$ cat src/rtl/period_meter.sv
// Measures the sigIn rising-edge period in clockIn cycles, with a sticky no-edge timeout.
// Optional 4-period averaging is enabled by defining PERIOD_METER_AVG_EN.
module period_meter #(
  parameter int unsigned TIMEOUT = 100000000,
  parameter int unsigned WIDTH   = 32
) (
  input  logic             clockIn,
  input  logic             rst,
  input  logic             sigIn,
  output logic [WIDTH-1:0] period_out,
  output logic             period_valid,
  output logic             locked,
  output logic             timeout
);

  localparam logic [WIDTH-1:0] CNT_LAST = WIDTH'(TIMEOUT - 1);

  typedef enum logic {IDLE, MEASURE} state_t;

  state_t            state, stateNext;
  logic              sync1, sync2, prev;
  logic              sigEdge;
  logic [WIDTH-1:0]  cnt, cntNext;
  logic [WIDTH-1:0]  periodNext;
  logic              validNext, lockedNext, timeoutNext;

`ifdef PERIOD_METER_AVG_EN
  logic [WIDTH+1:0]  acc, accNext, captureSum;
  logic [1:0]        idx, idxNext;

  assign captureSum = acc + (WIDTH+2)'(cnt) + (WIDTH+2)'(1);
`endif

  // Two-flop synchronizer plus a history flop for rising-edge detection
  always_ff @(negedge clockIn or negedge rst) begin
    if (!rst) begin
      sync1 <= 1'b0;
      sync2 <= 1'b0;
      prev  <= 1'b0;
    end else begin
      sync1 <= sigIn;
      sync2 <= sync1;
      prev  <= sync2;
    end
  end

  assign sigEdge = sync2 & ~prev;

  always_ff @(negedge clockIn or negedge rst) begin
    if (!rst) begin
      state        <= IDLE;
      cnt          <= '0;
      period_out   <= '0;
      period_valid <= 1'b0;
      locked       <= 1'b0;
      timeout      <= 1'b0;
`ifdef PERIOD_METER_AVG_EN
      acc          <= '0;
      idx          <= '0;
`endif
    end else begin
      state        <= stateNext;
      cnt          <= cntNext;
      period_out   <= periodNext;
      period_valid <= validNext;
      locked       <= lockedNext;
      timeout      <= timeoutNext;
`ifdef PERIOD_METER_AVG_EN
      acc          <= accNext;
      idx          <= idxNext;
`endif
    end
  end

  always_comb begin
    stateNext   = state;
    cntNext     = cnt;
    periodNext  = period_out;
    validNext   = 1'b0;
    lockedNext  = locked;
    timeoutNext = timeout;
`ifdef PERIOD_METER_AVG_EN
    accNext     = acc;
    idxNext     = idx;
`endif
    case (state)
      IDLE: begin
        cntNext = '0;
        if (sigEdge) stateNext = MEASURE;
      end
      MEASURE: begin
        // An edge coinciding with expiry still completes the period
        if (sigEdge) begin
          cntNext     = '0;
          timeoutNext = 1'b0;
`ifdef PERIOD_METER_AVG_EN
          if (idx == 2'd3) begin
            periodNext = WIDTH'(captureSum >> 2);
            validNext  = 1'b1;
            lockedNext = 1'b1;
            accNext    = '0;
            idxNext    = '0;
          end else begin
            accNext = captureSum;
            idxNext = idx + 2'd1;
          end
`else
          periodNext = cnt + WIDTH'(1);
          validNext  = 1'b1;
          lockedNext = 1'b1;
`endif
        end else if (cnt == CNT_LAST) begin
          stateNext   = IDLE;
          cntNext     = '0;
          timeoutNext = 1'b1;
          lockedNext  = 1'b0;
`ifdef PERIOD_METER_AVG_EN
          accNext     = '0;
          idxNext     = '0;
`endif
        end else begin
          cntNext = cnt + WIDTH'(1);
        end
      end
      default: stateNext = IDLE;
    endcase
  end

endmodule
$ cat config.mk
export PLATFORM = sky130hd
export DESIGN_NAME = period_meter
export DESIGN_NICKNAME = d
export VERILOG_FILES = /design/src/rtl/period_meter.sv
export SDC_FILE = /design/constraint.sdc
export NUM_CORES = 1
export LEC_CHECK = 0
export ABC_CLOCK_PERIOD_IN_PS = 2500
export BUFFER_PORTS_ARGS = -buffer_cell sky130_fd_sc_hd__buf_2
export CAP_MARGIN = 10
export CORE_ASPECT_RATIO = 2
export CORE_MARGIN = 5
export CORE_UTILIZATION = 45
export CTS_BUF_LIST = sky130_fd_sc_hd__clkbuf_8
export DETAILED_ROUTE_END_ITERATION = 8
export RECOVER_POWER = 25
export SLEW_MARGIN = 30
export SYNTH_ARGS = -nofsm -noshare
export SYNTH_HDL_FRONTEND = slang
export SYNTH_SLANG_ARGS = --single-unit
$ cat constraint.sdc
create_clock -name clockIn -period 2.5 [get_ports clockIn]
set_input_delay 0.25 -clock clockIn [delete_from_list [all_inputs] [get_ports clockIn]]
set_output_delay 0.25 -clock clockIn [all_outputs]
set_load 0.05 [all_outputs]
* After elaboration in Yosys (flattened, before gate mapping) *
Cells that the tools add are included.

storage, ports and cells
  register bits = 71
  input port bits = 3
  output and inout port bits = 35
  word-level logic and storage cells = 29

cells by class
  add/sub/neg operators = 1
  equality and inequality tests = 1
  mux-type cells = 12
  bitwise logic cells = 3
  reduce and logical (&&, ||, !) cells = 3

operators by type and width
  cell                                                   number
  two-way mux 32 bit                                     2
  one-hot mux 32 bit (2 select lines)                    1
  adder 32 x 1 -> 32 bit, second input constant          1
  equality test 32 x 27 -> 1 bit, second input constant  1
  two-way mux 1 bit                                      8
  AND reduction 2 bit                                    2
  NOT 1 bit                                              2
  one-hot mux 1 bit (2 select lines)                     1
  nonzero test 2 bit                                     1
  AND 1 bit                                              1

* Logic depth before layout (Yosys ltp) *
Gate-level depths: netlist of the first run.

  word-level depth = 4
  gate-level depth with buffers = 8
  gate-level depth less buffers = 5

==> results.json, run 1 <==
{
  "syn_area_per_cell_um2": 10.3,
  "area_delta_synth_final_pct": 18.3,
  "ys_types": 40,
  "die_x_um": 69.7,
  "clk_pin_slew_ns": 0.05,
  "coreArea_mm2": 0.00694,
  "synthArstFlopShare": 1.00,
  "fin_util": 0.546,
  "drive_gt1_frac": 0.194,
  "wl_mm": 7.47,
  "die_h_um": 129,
  "cp_top_family": "flip-flops",
  "hpwl_mm": 5.39,
  "antenna_left": 0,
  "crit_arrival_ns": 2.21,
  "finClkSkew_ns": 0.00506,
  "ir_worst_vdd_mv": 0.445,
  "grt.total_usage": 0.179,
  "power.internal_w": 0.00177,
  "vias_per_cell": 5.71,
  "dieArea_mm2": 0.00901,
  "final_area_mm2": 0.00379,
  "antenna_cells": 0,
  "synth_top_cell_area_share": 0.554,
  "num_vias": 2545,
  "start_util": 0.462,
  "synth_warnings": 0,
  "first_global_vias": 2592,
  "clock_sinks": 71,
  "synth_common_cells": "71 x dfrtn_1, 29 x nand2_1, 22 x nor2_1",
  "initialDrtViolationCount": 175,
  "tritoncts": "built",
  "crit_chain": "buf_6",
  "p_per_area_mw_per_mm2": 687,
  "outcome": "complete, no violations",
  "fin_nets": 356,
  "finalHoldViolCount": 0,
  "grt_pass1_wl_mm": 12.6,
  "p_seq_frac": 0.509,
  "clk_latency_ns": 0.33,
  "setup_violations": 0,
  "yosysSeqAreaShare": 0.554,
  "cts_root_buffer": "clkbuf_8",
  "critPathSlowestCell": "dfrtn_1",
  "worstMarginPinSlew_ns": 0.980,
  "cap_violations": 0,
  "synth_cells": 310,
  "crit_buf_inv": 1,
  "synthesis.nets": 314,
  "ys_ff_latch": 71,
  "synthTopCellsByArea": "dfrtn_1 55%, a211oi_1 3.7%, nand2_1 3.4%",
  "route.detailed.drc": 0,
  "pwr-share-comb": 0.200,
  "yosysMostFrequentCell": "dfrtn_1",
  "gp_routability_congestion": 0.822,
  "drtPass1Iterations": 4,
  "synth_flop_cell": "dfrtn_1",
  "ios": 38,
  "critPathMaxFanout": 2,
  "critical_path.endpoint_type": "primary output",
  "cpPeakStageDelay_ns": 0.45,
  "cts_buffer_depth": 2,
  "io_buffers": 37,
  "hold_buffers": 0,
  "grt_start_max_net_pins": 36,
  "yosysTopAreaCell": "dfrtn_1",
  "p_leak_nw": 1.59,
  "worst_setup_path_start_kind": "register",
  "h-tree-depth": 3,
  "holdWs_ns": 0.309,
  "globalRoute.totalOverflow": 0,
  "antenna_found_initial": 0,
  "netSwitchingPower_w": 0.000833,
  "synth_edf_count": 0,
  "slew_headroom": 0.346,
  "grt_setup_unrepaired": "yes",
  "worst-endpoint-required_ns": 2.25,
  "postPlaceCellArea_mm2": 0.00354,
  "syn_area_mm2": 0.00320,
  "slew_viol_final": 0,
  "num_rows": 43,
  "cts-buffers-inserted": 9,
  "hold_path_class": "reg2reg",
  "timing.reg2reg.setup_slack_ns": 0.18,
  "worstSetupPathType": "reg2out",
  "wl_per_cell_um": 16.7,
  "p_clk_frac": 0.291,
  "p_sw_frac": 0.320
}
power groups by stage:
stage	clock network, W	registers (W)	logic, W
global route	0.000832	0.00134	0.000563
floorplan	0	0.00156	0.000130
global placement	0	0.00134	0.000484
CTS	0.000781	0.00133	0.000524
finish	0.000758	0.00133	0.000521
detailed placement	0	0.00134	0.000488
flip-flops by register name (all words and copies together), names as in the netlist:
name,count
cnt,32
locked,1
period_out,32
period_valid,1
prev,1
state,1
sync1,1
sync2,1
timeout,1
cells by family (layout without fill, tap and decap cells):
group,count (synthesis),after routing,synth area share
simple gates,134,134,0.235
flops,71,71,0.554
compound gates,68,68,0.143
buf+inv,23,69,0.0285
xor+xnor,13,13,0.0355
fa+ha+maj,1,1,0.00390
final timing paths:
kind / from / to / depth (start not counted)
max: locked$_DFFE_NN0P_ / locked / 1
min: sync1$_DFF_NN0_ / sync2$_DFF_NN0_ / 0
max reg2reg: cnt[1]$_DFF_NN0_ / locked$_DFFE_NN0P_ / 5
min reg2reg: sync1$_DFF_NN0_ / sync2$_DFF_NN0_ / 0
max in group asynchronous: rst / period_out[12]$_DFFE_NN0P_ / 2
min in group asynchronous: rst / period_valid$_DFF_NN0_ / 1
layout make-up:
cell class	instances	area [µm²]
repair buffers	48	383
fillers	629	3150
inverters	6	22.5
flip-flops and latches	71	1780
clock inverters	5	20.0
well taps	90	113
clock buffers	10	138
multi-input cells	216	1340
cells in the final DEF, fill, tap and decap left out, drive strengths merged, types with 5 or more instances in the layout:
cell    instances
nand2          30
buf            45
a211oi         17
nor3           20
o31ai          11
inv            10
a31oi          17
xor2            7
or4             5
nand4           9
nor4            6
nand4b          6
nand3          15
o21ai          20
or3             6
xnor2           6
nor2           22
clkbuf         13
dfrtn          71
stage by stage:
| stage | power (W) | cells | setup slack (ns) | TNS [ns] |
|---|---|---|---|---|
| global route | 0.00273 | 446 | -0.00365 | -0.00411 |
| detailed placement | 0.00183 | 429 | 0.0854 | 0 |
| global placement | 0.00182 | 429 | 0.182 | 0 |
| CTS | 0.00263 | 444 | 0.00721 | 0 |
| floorplan | 0.00169 | 310 | 0.248 | 0 |
| finish | 0.00261 | 446 | 0.0394 | 0 |
worst register-to-register path, stage by stage (launching register included):
cell and delay (ns):
dfrtn_1 0.44, ha_2 0.23, nand4_2 0.18, or4_4 0.60, or4_1 0.53, a21o_1 0.19
what timing repair did:
action                                 in CTS  in global routing
buffers inserted                            0                  2
setup endpoints to repair                  34                  4
cloned                                      0                  0
endpoints found under the hold margin       0                  0
gates resized for setup                    36                  3
routing by layer:
metal | global-route usage | wire length (µm) | part of all wire
met5 | 0 | 0 | 0
met4 | 0.0790 | 148 | 0.020
met3 | 0.0404 | 264 | 0.035
met2 | 0.327 | 4090 | 0.55
met1 | 0.198 | 2960 | 0.40
No activity file was read; power rests on OpenSTA's default activity.
==> inputs of run 2 (changes only) <==
--- a/config.mk
+++ b/config.mk
@@ -14,6 +14,7 @@
 export CTS_BUF_LIST = sky130_fd_sc_hd__clkbuf_8
 export DETAILED_ROUTE_END_ITERATION = 8
 export RECOVER_POWER = 25
+export REMOVE_ABC_BUFFERS = 1
 export SLEW_MARGIN = 30
 export SYNTH_ARGS = -nofsm -noshare
 export SYNTH_HDL_FRONTEND = slang
==> run 2 against run 1 <==
Sequential power is essentially flat; first-iteration DRC count shrank 30%; utilization grew 0.29 points; register-to-register slack gained 0.02 ns; final area grew 0.53%; critical path type unchanged; global-route usage grew 0.95 points; critical path depth is the same; die area is the same; clock skew is essentially flat; worst hold slack lost 0.0026 ns; largest cell class unchanged; via count grew 2.0%.
==> results.json, run 2 (synthesized netlist as in run 1, its figures left out) <==
{
  "setup_tns_ns": 0,
  "finalHoldViolCount": 0,
  "p_per_area_mw_per_mm2": 730,
  "cap_violations": 0,
  "area_delta_synth_final_pct": 18.9,
  "cp_top_family": "flip-flops",
  "p_sw_frac": 0.304,
  "cpPeakStageDelay_ns": 0.43,
  "slew_viol_final": 0,
  "initialDrtViolationCount": 122,
  "vias_per_cell": 5.81,
  "coreArea_mm2": 0.00694,
  "h-tree-depth": 3,
  "die_x_um": 69.7,
  "netSwitchingPower_w": 0.000847,
  "num_rows": 43,
  "slew_headroom": 0.294,
  "finClkSkew_ns": 0.00466,
  "postPlaceCellArea_mm2": 0.00353,
  "ir_worst_vdd_mv": 0.565,
  "p_clk_frac": 0.339,
  "layout_common_cells": "71 x dfrtn_1, 40 x buf_4, 29 x nand2_1",
  "power.internal_w": 0.00194,
  "drive_gt1_frac": 0.204,
  "antenna_cells": 0,
  "dieArea_mm2": 0.00901,
  "drtPass1Iterations": 4,
  "clock_sinks": 71,
  "worst-endpoint-required_ns": 2.25,
  "start_util": 0.462,
  "critical_path.endpoint_type": "primary output",
  "globalRoute.totalOverflow": 0,
  "final_area_mm2": 0.00381,
  "cts-buffers-inserted": 9,
  "placed_cells": 431,
  "route.detailed.drc": 0,
  "die_h_um": 129,
  "critPathMaxFanout": 2,
  "gp_routability_congestion": 0.915,
  "grt_setup_unrepaired": "no",
  "final_cells": 447,
  "p_leak_nw": 1.60,
  "outcome": "complete, no violations",
  "cts_setup_buffers": 0,
  "top_regs": "cnt (32), period_out (32)",
  "wl_per_cell_um": 17.8,
  "tritoncts": "built",
  "antenna_left": 0,
  "grt.total_usage": 0.189,
  "holdWs_ns": 0.306,
  "clk_latency_ns": 0.34,
  "clk_pin_slew_ns": 0.05,
  "crit_chain": "buf_4",
  "hpwl_mm": 5.68,
  "cts_root_buffer": "clkbuf_8",
  "grt_pass1_wl_mm": 13.3,
  "first_global_vias": 2642,
  "num_vias": 2596,
  "worstMarginPinSlew_ns": 1.06,
  "wl_mm": 7.94,
  "antenna_found_initial": 0,
  "worstSetupPathType": "reg2out",
  "setup_violations": 0,
  "crit_buf_inv": 1,
  "hold_path_class": "reg2reg",
  "grt_start_max_net_pins": 72,
  "p_seq_frac": 0.476,
  "critPathSlowestCell": "dfrtn_1",
  "io_buffers": 37,
  "fin_nets": 356,
  "pwr-share-comb": 0.185,
  "final_common_cell": "dfrtn_1",
  "worst_setup_path_start_kind": "register",
  "crit_arrival_ns": 2.22,
  "ios": 38,
  "cts_buffer_depth": 2
}
## run 2: metrics by stage
stage / total power [W] / setup WS (ns) / util
final: 0.00278 / 0.0251 / 0.549
after global routing: 0.00292 / 0.00143 / 0.549
after CTS: 0.00282 / 0.0108 / 0.551
after detailed placement: 0.00183 / 0.202 / 0.509
after global placement: 0.00182 / 0.243 / 0.509
after floorplan: 0.00168 / -0.964 / -
## run 2: final cells by class
type | instances | area (µm²)
fill | 642 | 3130
sequential | 71 | 1780
multi-input combinational | 216 | 1340
timing repair buffer | 48 | 354
clock buffer | 12 | 165
tap | 90 | 113
clock inverter | 4 | 43.8
inverter | 6 | 22.5
## run 2: path summary, 6_finish.rpt
kind / startpoint / to / slack, ns / cells after the start
max in group asynchronous: rst / cnt[4]$_DFF_NN0_ / 0.53 / 2
hold reg to reg: sync1$_DFF_NN0_ / sync2$_DFF_NN0_ / 0.31 / 0
setup reg to reg: cnt[0]$_DFF_NN0_ / locked$_DFFE_NN0P_ / 0.20 / 5
min in group asynchronous: rst / cnt[22]$_DFF_NN0_ / 1.30 / 2
setup / recovery: period_out[11]$_DFFE_NN0P_ / period_out[11] / 0.03 / 1
hold / removal: sync1$_DFF_NN0_ / sync2$_DFF_NN0_ / 0.31 / 0
## run 2: metal layers
layer,up-vias,track usage,share of wire,routed length (µm)
met5,-,0,0,0
met2,56,0.336,0.54,4310
met1,1274,0.209,0.39,3120
li1,1243,-,-,-
met3,23,0.0404,0.032,256
met4,0,0.102,0.032,250
## run 2: power by group through the flow
stage | sequential [W] | combinational [W] | clock (W)
4_1_cts | 0.00132 | 0.000524 | 0.000971
6_report | 0.00132 | 0.000515 | 0.000944
3_5_place_dp | 0.00134 | 0.000487 | 0
5_1_grt | 0.00134 | 0.000554 | 0.00102
2_1_floorplan | 0.00156 | 0.000125 | 0
3_3_place_gp | 0.00134 | 0.000484 | 0
## run 2: repair_timing
action / CTS / global route
gates resized for setup: 34 / 2
hold buffers: 0 / 0
endpoints found under the setup margin: 34 / 2
